[config.mk]
export PLATFORM = sky130hd
export DESIGN_NAME = vedic_seq_mult_4x4
export DESIGN_NICKNAME = d
export VERILOG_FILES = /design/src/rtl/vedic_pkg.sv /design/src/rtl/vedic_multiplier_2x2.sv /design/src/rtl/vedic_seq_mult_4x4.sv
export SDC_FILE = /design/constraint.sdc
export NUM_CORES = 1
export LEC_CHECK = 0
export CAP_MARGIN = 15
export CORE_MARGIN = 3
export CORE_UTILIZATION = 53
export CTS_CLUSTER_SIZE = 8
export DETAILED_ROUTE_END_ITERATION = 8
export PLACE_DENSITY_LB_ADDON = 0.08
export RECOVER_POWER = 100
export SETUP_SLACK_MARGIN = 0.2
export SLEW_MARGIN = 20
export SYNTH_ARGS = -nofsm -noshare
export SYNTH_HDL_FRONTEND = slang
export SYNTH_SLANG_ARGS = --single-unit
[constraint.sdc]
create_clock -name clk -period 4.1 [get_ports clk]
set_clock_uncertainty 0.2 [all_clocks]
set_input_delay 0.82 -clock clk [delete_from_list [all_inputs] [get_ports clk]]
set_output_delay 0.82 -clock clk [all_outputs]
set_load 0.03 [all_outputs]
[src/rtl/vedic_pkg.sv]
// -----------------------------------------------------------------------------
// vedic_pkg
// Shared definitions for the sequential Vedic 4x4 multiplier:
//   - state_t : FSM state encoding (IDLE=0, CALC=1, DONE=2)
//   - STEPS   : number of 2x2 partial products folded per multiplication
//   - pp_place: places a 4-bit 2x2 partial product at its weight in an
//               8-bit sum, given the operand half indices i (of a) and j (of b)
// -----------------------------------------------------------------------------
package vedic_pkg;

  typedef enum logic [1:0] {
    IDLE = 2'd0,
    CALC = 2'd1,
    DONE = 2'd2
  } state_t;

  localparam int STEPS = 4;

  // Partial product of a-half i and b-half j has weight 4^(i+j).
  function automatic logic [7:0] pp_place(input logic [3:0] pp,
                                          input logic       i,
                                          input logic       j);
    logic [1:0] half_sum;
    half_sum = {1'b0, i} + {1'b0, j};
    return {4'b0000, pp} << {half_sum, 1'b0};
  endfunction

endpackage

[src/rtl/vedic_multiplier_2x2.sv]
// -----------------------------------------------------------------------------
// vedic_multiplier_2x2
// Combinational 2x2 unsigned multiplier built the Vedic (Urdhva-Tiryagbhyam)
// way: vertical and crosswise bit products combined with two half adders.
// Ports:
//   a [1:0] : multiplicand
//   b [1:0] : multiplier
//   p [3:0] : product a*b
// -----------------------------------------------------------------------------
module vedic_multiplier_2x2 (
  input  logic [1:0] a,
  input  logic [1:0] b,
  output logic [3:0] p
);

  logic cross_carry_s;
  logic msb_prod_s;

  assign msb_prod_s    = a[1] & b[1];
  assign cross_carry_s = (a[1] & b[0]) & (a[0] & b[1]);

  assign p[0] = a[0] & b[0];
  assign p[1] = (a[1] & b[0]) ^ (a[0] & b[1]);
  assign p[2] = msb_prod_s ^ cross_carry_s;
  assign p[3] = msb_prod_s & cross_carry_s;

endmodule

[src/rtl/vedic_seq_mult_4x4.sv]
// -----------------------------------------------------------------------------
// vedic_seq_mult_4x4
// Sequential 4x4 unsigned multiplier. One operand pair is accepted in IDLE,
// four 2x2 partial products are folded into an 8-bit sum over four CALC
// cycles using a single vedic_multiplier_2x2, and the result is presented in
// DONE until the downstream consumer takes it.
//
// Parameters:
//   ACC_W     : width of the optional running-sum accumulator
// Ports:
//   clk       : clock, rising edge
//   rst       : synchronous active-high reset
//   in_valid  : operand pair present
//   in_ready  : block can accept operands (IDLE only)
//   a, b      : 4-bit unsigned operands
//   out_valid : product valid (DONE only)
//   out_ready : downstream accepts product
//   product   : 8-bit unsigned a*b, held until the next DONE
//   busy      : high in CALC or DONE
//   acc_clr   : accumulator clear            (VEDIC_SEQ_ACC_EN only)
//   acc_out   : running sum of products      (VEDIC_SEQ_ACC_EN only)
//
// Build option: define VEDIC_SEQ_ACC_EN to compile in the accumulator.
// -----------------------------------------------------------------------------
module vedic_seq_mult_4x4
  import vedic_pkg::*;
#(
  parameter int ACC_W = 12
) (
  input  logic             clk,
  input  logic             rst,
  input  logic             in_valid,
  output logic             in_ready,
  input  logic [3:0]       a,
  input  logic [3:0]       b,
  output logic             out_valid,
  input  logic             out_ready,
  output logic [7:0]       product,
  output logic             busy
`ifdef VEDIC_SEQ_ACC_EN
  ,
  input  logic             acc_clr,
  output logic [ACC_W-1:0] acc_out
`endif
);

  state_t     state_r;
  state_t     state_s;
  logic [1:0] step_r;
  logic [3:0] a_r;
  logic [3:0] b_r;
  logic [7:0] psum_r;
  logic [7:0] product_r;
  logic       out_valid_r;
  logic       in_ready_r;
  logic       busy_r;

  logic       in_hs_s;
  logic       out_hs_s;
  logic       last_step_s;
  logic [1:0] a_half_s;
  logic [1:0] b_half_s;
  logic [3:0] pp_s;
  logic [7:0] psum_next_s;

  assign in_hs_s     = in_valid & in_ready_r;
  assign out_hs_s    = out_valid_r & out_ready;
  assign last_step_s = (step_r == 2'(STEPS - 1));

  // Operand-half selection: step[0] picks the half of a, step[1] the half of b.
  always_comb begin
    a_half_s = a_r[1:0];
    b_half_s = b_r[1:0];
    if (step_r[0]) begin
      a_half_s = a_r[3:2];
    end else begin
      a_half_s = a_r[1:0];
    end
    if (step_r[1]) begin
      b_half_s = b_r[3:2];
    end else begin
      b_half_s = b_r[1:0];
    end
  end

  vedic_multiplier_2x2 u_mult (
    .a (a_half_s),
    .b (b_half_s),
    .p (pp_s)
  );

  assign psum_next_s = psum_r + pp_place(pp_s, step_r[0], step_r[1]);

  // Next-state logic for the IDLE -> CALC -> DONE sequence.
  always_comb begin
    state_s = state_r;
    case (state_r)
      IDLE: begin
        if (in_hs_s) begin
          state_s = CALC;
        end else begin
          state_s = IDLE;
        end
      end
      CALC: begin
        if (last_step_s) begin
          state_s = DONE;
        end else begin
          state_s = CALC;
        end
      end
      DONE: begin
        if (out_hs_s) begin
          state_s = IDLE;
        end else begin
          state_s = DONE;
        end
      end
      default: state_s = IDLE;
    endcase
  end

  // State register plus status flags registered from the next state.
  always_ff @(posedge clk) begin
    if (rst) begin
      state_r     <= IDLE;
      in_ready_r  <= 1'b1;
      busy_r      <= 1'b0;
      out_valid_r <= 1'b0;
    end else begin
      state_r     <= state_s;
      in_ready_r  <= (state_s == IDLE);
      busy_r      <= (state_s != IDLE);
      out_valid_r <= (state_s == DONE);
    end
  end

  // Datapath: capture operands, fold partial products, latch the result.
  // Operands are only sampled on the input handshake, so later changes on
  // a/b cannot disturb a calculation in progress.
  always_ff @(posedge clk) begin
    if (rst) begin
      step_r    <= 2'd0;
      a_r       <= 4'd0;
      b_r       <= 4'd0;
      psum_r    <= 8'd0;
      product_r <= 8'd0;
    end else begin
      case (state_r)
        IDLE: begin
          if (in_hs_s) begin
            a_r    <= a;
            b_r    <= b;
            psum_r <= 8'd0;
            step_r <= 2'd0;
          end
        end
        CALC: begin
          psum_r <= psum_next_s;
          step_r <= step_r + 2'd1;
          if (last_step_s) begin
            product_r <= psum_next_s;
          end
        end
        default: begin
          step_r <= step_r;
        end
      endcase
    end
  end

  assign in_ready  = in_ready_r;
  assign busy      = busy_r;
  assign out_valid = out_valid_r;
  assign product   = product_r;

`ifdef VEDIC_SEQ_ACC_EN
  logic [ACC_W-1:0] acc_r;

  // Running sum of delivered products; a clear coinciding with a delivery
  // restarts the sum from that product.
  always_ff @(posedge clk) begin
    if (rst) begin
      acc_r <= '0;
    end else if (out_hs_s) begin
      if (acc_clr) begin
        acc_r <= ACC_W'(product_r);
      end else begin
        acc_r <= acc_r + ACC_W'(product_r);
      end
    end else if (acc_clr) begin
      acc_r <= '0;
    end
  end

  assign acc_out = acc_r;
`endif

endmodule

==> results.cfg, run 1 <==
[status]
outcome = completed

[die]
die_area_um2 = 3750
io_pins = 23
die_w_um = 61.2
core-area_um2 = 2830
die_h_um = 61.2
start_util = 0.571
rows = 19

[worst_setup_path]
timing.rr.start = step_r[0]
critPathCaptureType = flop
r2r.worst_path.cells = 11
crit_fanout = 5
r2r_setup_slack_ns = 0.64
crit_type = reg2reg
rr_endpoint = product[7]
crit_arrival_ns = 3.52
crit_required_ns = 4.16
startpoint_type = flop

[hold_path]
holdPathEnd = product[4]
hold_class = reg2reg
whs_path_depth = 2
min_from = product[4]

[route]
ant_nets = 0
drt_iter0_markers = 55
via_per_inst = 5.68
dr.pass1.iters = 4
route.detailed.drc = 0
vias = 1353
wl_per_cell_um = 14.2
drt-total-wl_mm = 3.37

[clock_network]
cts_sinks = 31
cts_inserted_buffers = 5
insertion_delay_ns = 0.33
cts_resized = 0
hold_buffers = 0
clkSlewWorstSetupHoldPaths_ns = 0.09
cts_buffer_depth = 2
htree_levels = 2
cts_setup_buffers = 0
cts_root_buf = clkbuf_4
cts_tree = done

[sta]
post-route-worst-setup-slack_ns = 0.642
post-route-min-period_ns = 3.46
max-slew-margin-rel = 0.447
fin_crit_sh = 0.843
setup_viol = 0
fmax_ghz = 0.289
slew_violations = 0
final_hold_viol_count = 0
rsz0062_at_grt = no
worstMarginPinSlew_ns = 0.828
finalSetupTns_ns = 0

[placed_design]
io_buffers = 22
dpl_worst_slack_ns = 0.793
hpwl_mm = 2.53
place_congestion = 0.767
dp.cells = 230

[finish]
drive_gt1_frac = 0.0531
syn_to_final_growth_pct = 15.5
layout_common_cells = nand2_1, dfxtp_1, a21oi_1, dlygate4sd3_1, nor2_1
stdcell_count = 238
diodes = 0
multi_input_area_um2 = 925
fill_cells = 248
final_common_cell = nand2_1
final_nets = 229
regArea_um2 = 621

[yosys]
synth_edf_count = 0
syn_nets = 211
synth_area_um2 = 1620
ys_ff_latch = 31
yosys_warnings = 0
avgSynthCellArea_um2 = 8.59
ys_seq_area_frac = 0.384
ys.flop_type = dfxtp_1
yosysUniqueCellTypes = 41
ys_async_sr_fraction = 0
synthCells = 188

[global_routing]
grt_pass1_vias = 1336
grt_pass1_wl_mm = 5.75
grt_start_max_net_pins = 27
grt_usage = 0.212
overflow = 0
antenna_found_initial = 0

[run]
maxCapViolCount = 0

[power]
total_power_w = 0.000558
powerDensity_nw_per_um2 = 299
p_leak_nw = 0.756
ir_drop_mv = 0.234
[layout make-up]
type / count / share of cell area
Sequential cell: 31 / 0.333
Tap cell: 31 / 0.0208
Multi-Input combinational cell: 144 / 0.496
Inverter: 1 / 0.00201
Clock buffer: 7 / 0.0241
Clock inverter: 1 / 0.00268
Timing Repair Buffer: 23 / 0.122
[cell families (layout without fill, tap and decap cells)]
| group | count (synthesis) | count (layout) | share of synthesized area |
|---|---|---|---|
| buffers and inverters | 13 | 32 | 0.0411 |
| adders and majority gates | 11 | 11 | 0.0899 |
| AOI/OAI and AO/OA | 46 | 46 | 0.189 |
| xor gates and xnor gates | 6 | 6 | 0.0411 |
| and+or+nand+nor | 75 | 75 | 0.218 |
| muxes | 6 | 6 | 0.0372 |
| DFF | 31 | 31 | 0.384 |
[report_power, final]
group          switching [W]  internal (W)  total [W]
Sequential        0.00000690      0.000311   0.000318
Combinational      0.0000448     0.0000281  0.0000729
Clock               0.000101     0.0000667   0.000167
Total               0.000152      0.000406   0.000558
[cells in the mapped netlist, drive strengths merged (2+ instances only)]
library cell | n | area, um2
and2 | 2 | 12.5
nand3b | 2 | 15.0
a21o | 3 | 23.8
xor2 | 2 | 17.5
a211oi | 3 | 32.5
buf | 5 | 36.3
nor3 | 2 | 10.0
nand3 | 8 | 40.0
ha | 10 | 125
nor4 | 3 | 18.8
nand2 | 34 | 128
nor2 | 11 | 41.3
o31ai | 2 | 15.0
nand2b | 4 | 25.0
a21oi | 27 | 135
o21ai | 2 | 13.8
xnor2 | 3 | 26.3
clkbuf | 7 | 26.3
a31oi | 3 | 33.8
mux2i | 6 | 60.1
a22o | 2 | 17.5
dfxtp | 31 | 621
nor2b | 5 | 31.3
[worst max-delay path, stage by stage, from the launching register on]
cell      delay, ns
dfxtp_1        0.44
mux2i_1        0.34
nor2_1         0.08
ha_1           0.19
ha_1           0.30
a22o_1         0.22
ha_1           0.36
o211ai_1       0.11
o21ai_0        0.43
a31oi_4        0.15
xnor3_1        0.36
a211oi_2       0.20
[registers in the layout (all words and copies together) (netlist names)]
name / count
product: 8
psum_r: 8
a_r: 4
b_r: 4
state_r: 2
step_r: 2
busy: 1
in_ready: 1
out_valid: 1
[metrics by stage]
stage	util	cell area, um2	hold slack, ns
6_report	0.659	1870	0.254
5_1_grt	0.659	1870	0.292
4_1_cts	0.661	1870	0.261
3_5_place_dp	0.643	1820	0.248
3_3_place_gp	0.643	1820	0.241
2_1_floorplan	-	1620	0.236
[how the worst max path moves through the flow]
| stage | startpoint | end | slack, ns | depth (start not counted) |
|---|---|---|---|---|
| 2_1_floorplan | step_r[1] | product[7] | 1.07 | 12 |
| 3_3_place_gp | step_r[0] | psum_r[6] | 0.94 | 12 |
| 3_5_place_dp | step_r[0] | psum_r[6] | 0.79 | 12 |
| 4_1_cts | step_r[0] | psum_r[6] | 0.78 | 12 |
| 5_1_grt | step_r[0] | product[7] | 0.37 | 12 |
| 6_report | step_r[0] | product[7] | 0.64 | 11 |
[routing by layer]
metal / GRT usage / share of wire / up-vias / wire length [um]
met5: 0 / 0 / - / 0
met4: 0.0681 / 0.012 / 0 / 42
met3: 0.0818 / 0.060 / 6 / 202
met2: 0.360 / 0.50 / 34 / 1680
met1: 0.244 / 0.43 / 623 / 1440
li1: - / - / 690 / -
Power figures use the tool's default switching activity.
==> run 2: changes to the inputs <==
clock period = 3.2 ns   (was 4.1 ns; I/O delays follow)
==> results.cfg, run 2 (synthesis results as in run 1) <==
[die]
core-area_um2 = 2830
start_util = 0.571
die_h_um = 61.2
die_area_um2 = 3750
die_w_um = 61.2
rows = 19
io_pins = 23

[finish]
final_nets = 240
layout_common_cells = nand2_1, dfxtp_1, a21oi_1, dlygate4sd3_1
diodes = 0
final_common_cell = nand2_1
stdcell_count = 249
drive_gt1_frac = 0.174
syn_to_final_growth_pct = 27.8

[sta]
final_hold_viol_count = 0
setup_viol = 0
finalSetupTns_ns = 0
rsz0062_at_grt = yes
slew_violations = 0
max-slew-margin-rel = 0.412
worstMarginPinSlew_ns = 0.881
fmax_ghz = 0.322
fin_crit_sh = 0.970
post-route-min-period_ns = 3.11

[route]
wl_per_cell_um = 15.5
route.detailed.drc = 0
dr.pass1.iters = 4
drt_iter0_markers = 80
drt-total-wl_mm = 3.86
via_per_inst = 5.92
vias = 1474
ant_nets = 0

[worst_setup_path]
crit_arrival_ns = 3.17
crit_required_ns = 3.26
path_cells = mux2i_4, nor2_2, ha_2, ha_4, mux2i_2, nor2_1, ha_1, o211ai_1, o21ai_2, buf_4, xor2_1, nand2_1, a21oi_1
critPathCaptureType = flop
cp_slowest_stage_delay_ns = 0.42
crit_type = reg2reg
startpoint_type = flop
crit_path_start = step_r[0]
crit_fanout = 4
crit_slowest_cell = ha_1
timing.rr.start = step_r[0]

[hold_path]
hold_class = reg2reg
min_from = product[5]

[clock_network]
htree_levels = 2
cts_inserted_buffers = 5
cts_sinks = 31
cts_buffer_depth = 2
cts_tree = done
insertion_delay_ns = 0.34
clkSlewWorstSetupHoldPaths_ns = 0.10
cts_root_buf = clkbuf_4

[global_routing]
gr-usage-met1 = 0.267
grt_use_met3 = 0.0629
grt_pass1_vias = 1380
grt_start_max_net_pins = 21
antenna_found_initial = 0
use_met2 = 0.391
busiest_layer = met2
grt_usage = 0.231
overflow = 0
grt_pass1_wl_mm = 6.27

[placed_design]
hpwl_mm = 2.51
io_buffers = 22
place_congestion = 0.840
dp.cells = 231

[power]
p_leak_nw = 0.823
p_clk_frac = 0.335
switching_power_w = 0.000207
swShare = 0.265
intPower_w = 0.000574
seqPwrFrac = 0.526
power_frac_comb = 0.138
ir_drop_mv = 0.300
powerDensity_nw_per_um2 = 379

[status]
outcome = completed

[run]
maxCapViolCount = 0
==> run 2: cell count changes in the layout (fill, tap and decap cells not counted), moves of 2 or more <==
cell      change
ha_2          +3
dfxtp_4       +2
buf_6         +2
a21oi_1       -2
mux2i_1       -5
mux2i_4       +2
dfxtp_1       -2
clkbuf_8      +2
ha_1          -4
mux2i_2       +3
buf_4         +7
==> run 2: critical path: cells and delay by family (launching register included) <==
kind | cells | cell delay (ns)
adder cells (fa/ha/maj) | 3 | 0.80
AO/OA/AOI/OAI | 3 | 0.54
multiplexers | 2 | 0.49
flip-flops | 1 | 0.41
AND/OR/NAND/NOR | 3 | 0.25
XOR/XNOR | 1 | 0.19
buffers and inverters | 1 | 0.14
==> run 2: final cells by class <==
cell class                      count  area [um2]
Clock buffer                        8        68.8
Fill cell                         222         764
Inverter                            1        3.75
Multi-Input combinational cell    144        1010
Sequential cell                    31         628
Tap cell                           31        38.8
Timing Repair Buffer               34         310
==> run 2: worst paths after layout <==
path | endpoint | slack [ns] | cells past startpoint
setup / recovery | psum_r[5] | 0.09 | 13
hold / removal | product[5] | 0.26 | 2
setup reg to reg | psum_r[5] | 0.09 | 13
hold reg to reg | product[5] | 0.26 | 2
==> run 2: timing repair <==
item / 4_1_cts / 5_1_grt
resized for setup: 9 / 11
pin swaps: 13 / 7
setup buffers: 8 / 2
hold endpoints to repair: 0 / 0
setup endpoints to repair: 4 / 8
hold buffers: 0 / 0
==> run 2: power by group through the flow <==
stage | Combinational [W] | Clock [W] | Sequential (W)
floorplan | 0.0000597 | 0 | 0.000421
global placement | 0.0000939 | 0 | 0.000417
detailed placement | 0.0000959 | 0 | 0.000418
CTS | 0.000104 | 0.000265 | 0.000409
global route | 0.000117 | 0.000286 | 0.000413
finish | 0.000108 | 0.000262 | 0.000411
==> run 2: routing by layer <==
layer	part of all wire	wire length [um]
met1	0.43	1670
met2	0.50	1920
met3	0.038	145
met4	0.031	120
met5	0	0
==> run 2: stage by stage <==
stage | power (W) | hold slack (ns) | worst slack [ns] | utilization | area, um2
after global placement | 0.000511 | 0.243 | 0.109 | 0.648 | 1830
after global routing | 0.000816 | 0.284 | -0.0436 | 0.730 | 2060
after detailed placement | 0.000514 | 0.248 | -0.0414 | 0.648 | 1830
final | 0.000781 | 0.257 | 0.0949 | 0.730 | 2060
after floorplan | 0.000481 | 0.236 | 0.207 | - | 1620
after CTS | 0.000777 | 0.261 | 0.235 | 0.707 | 2000
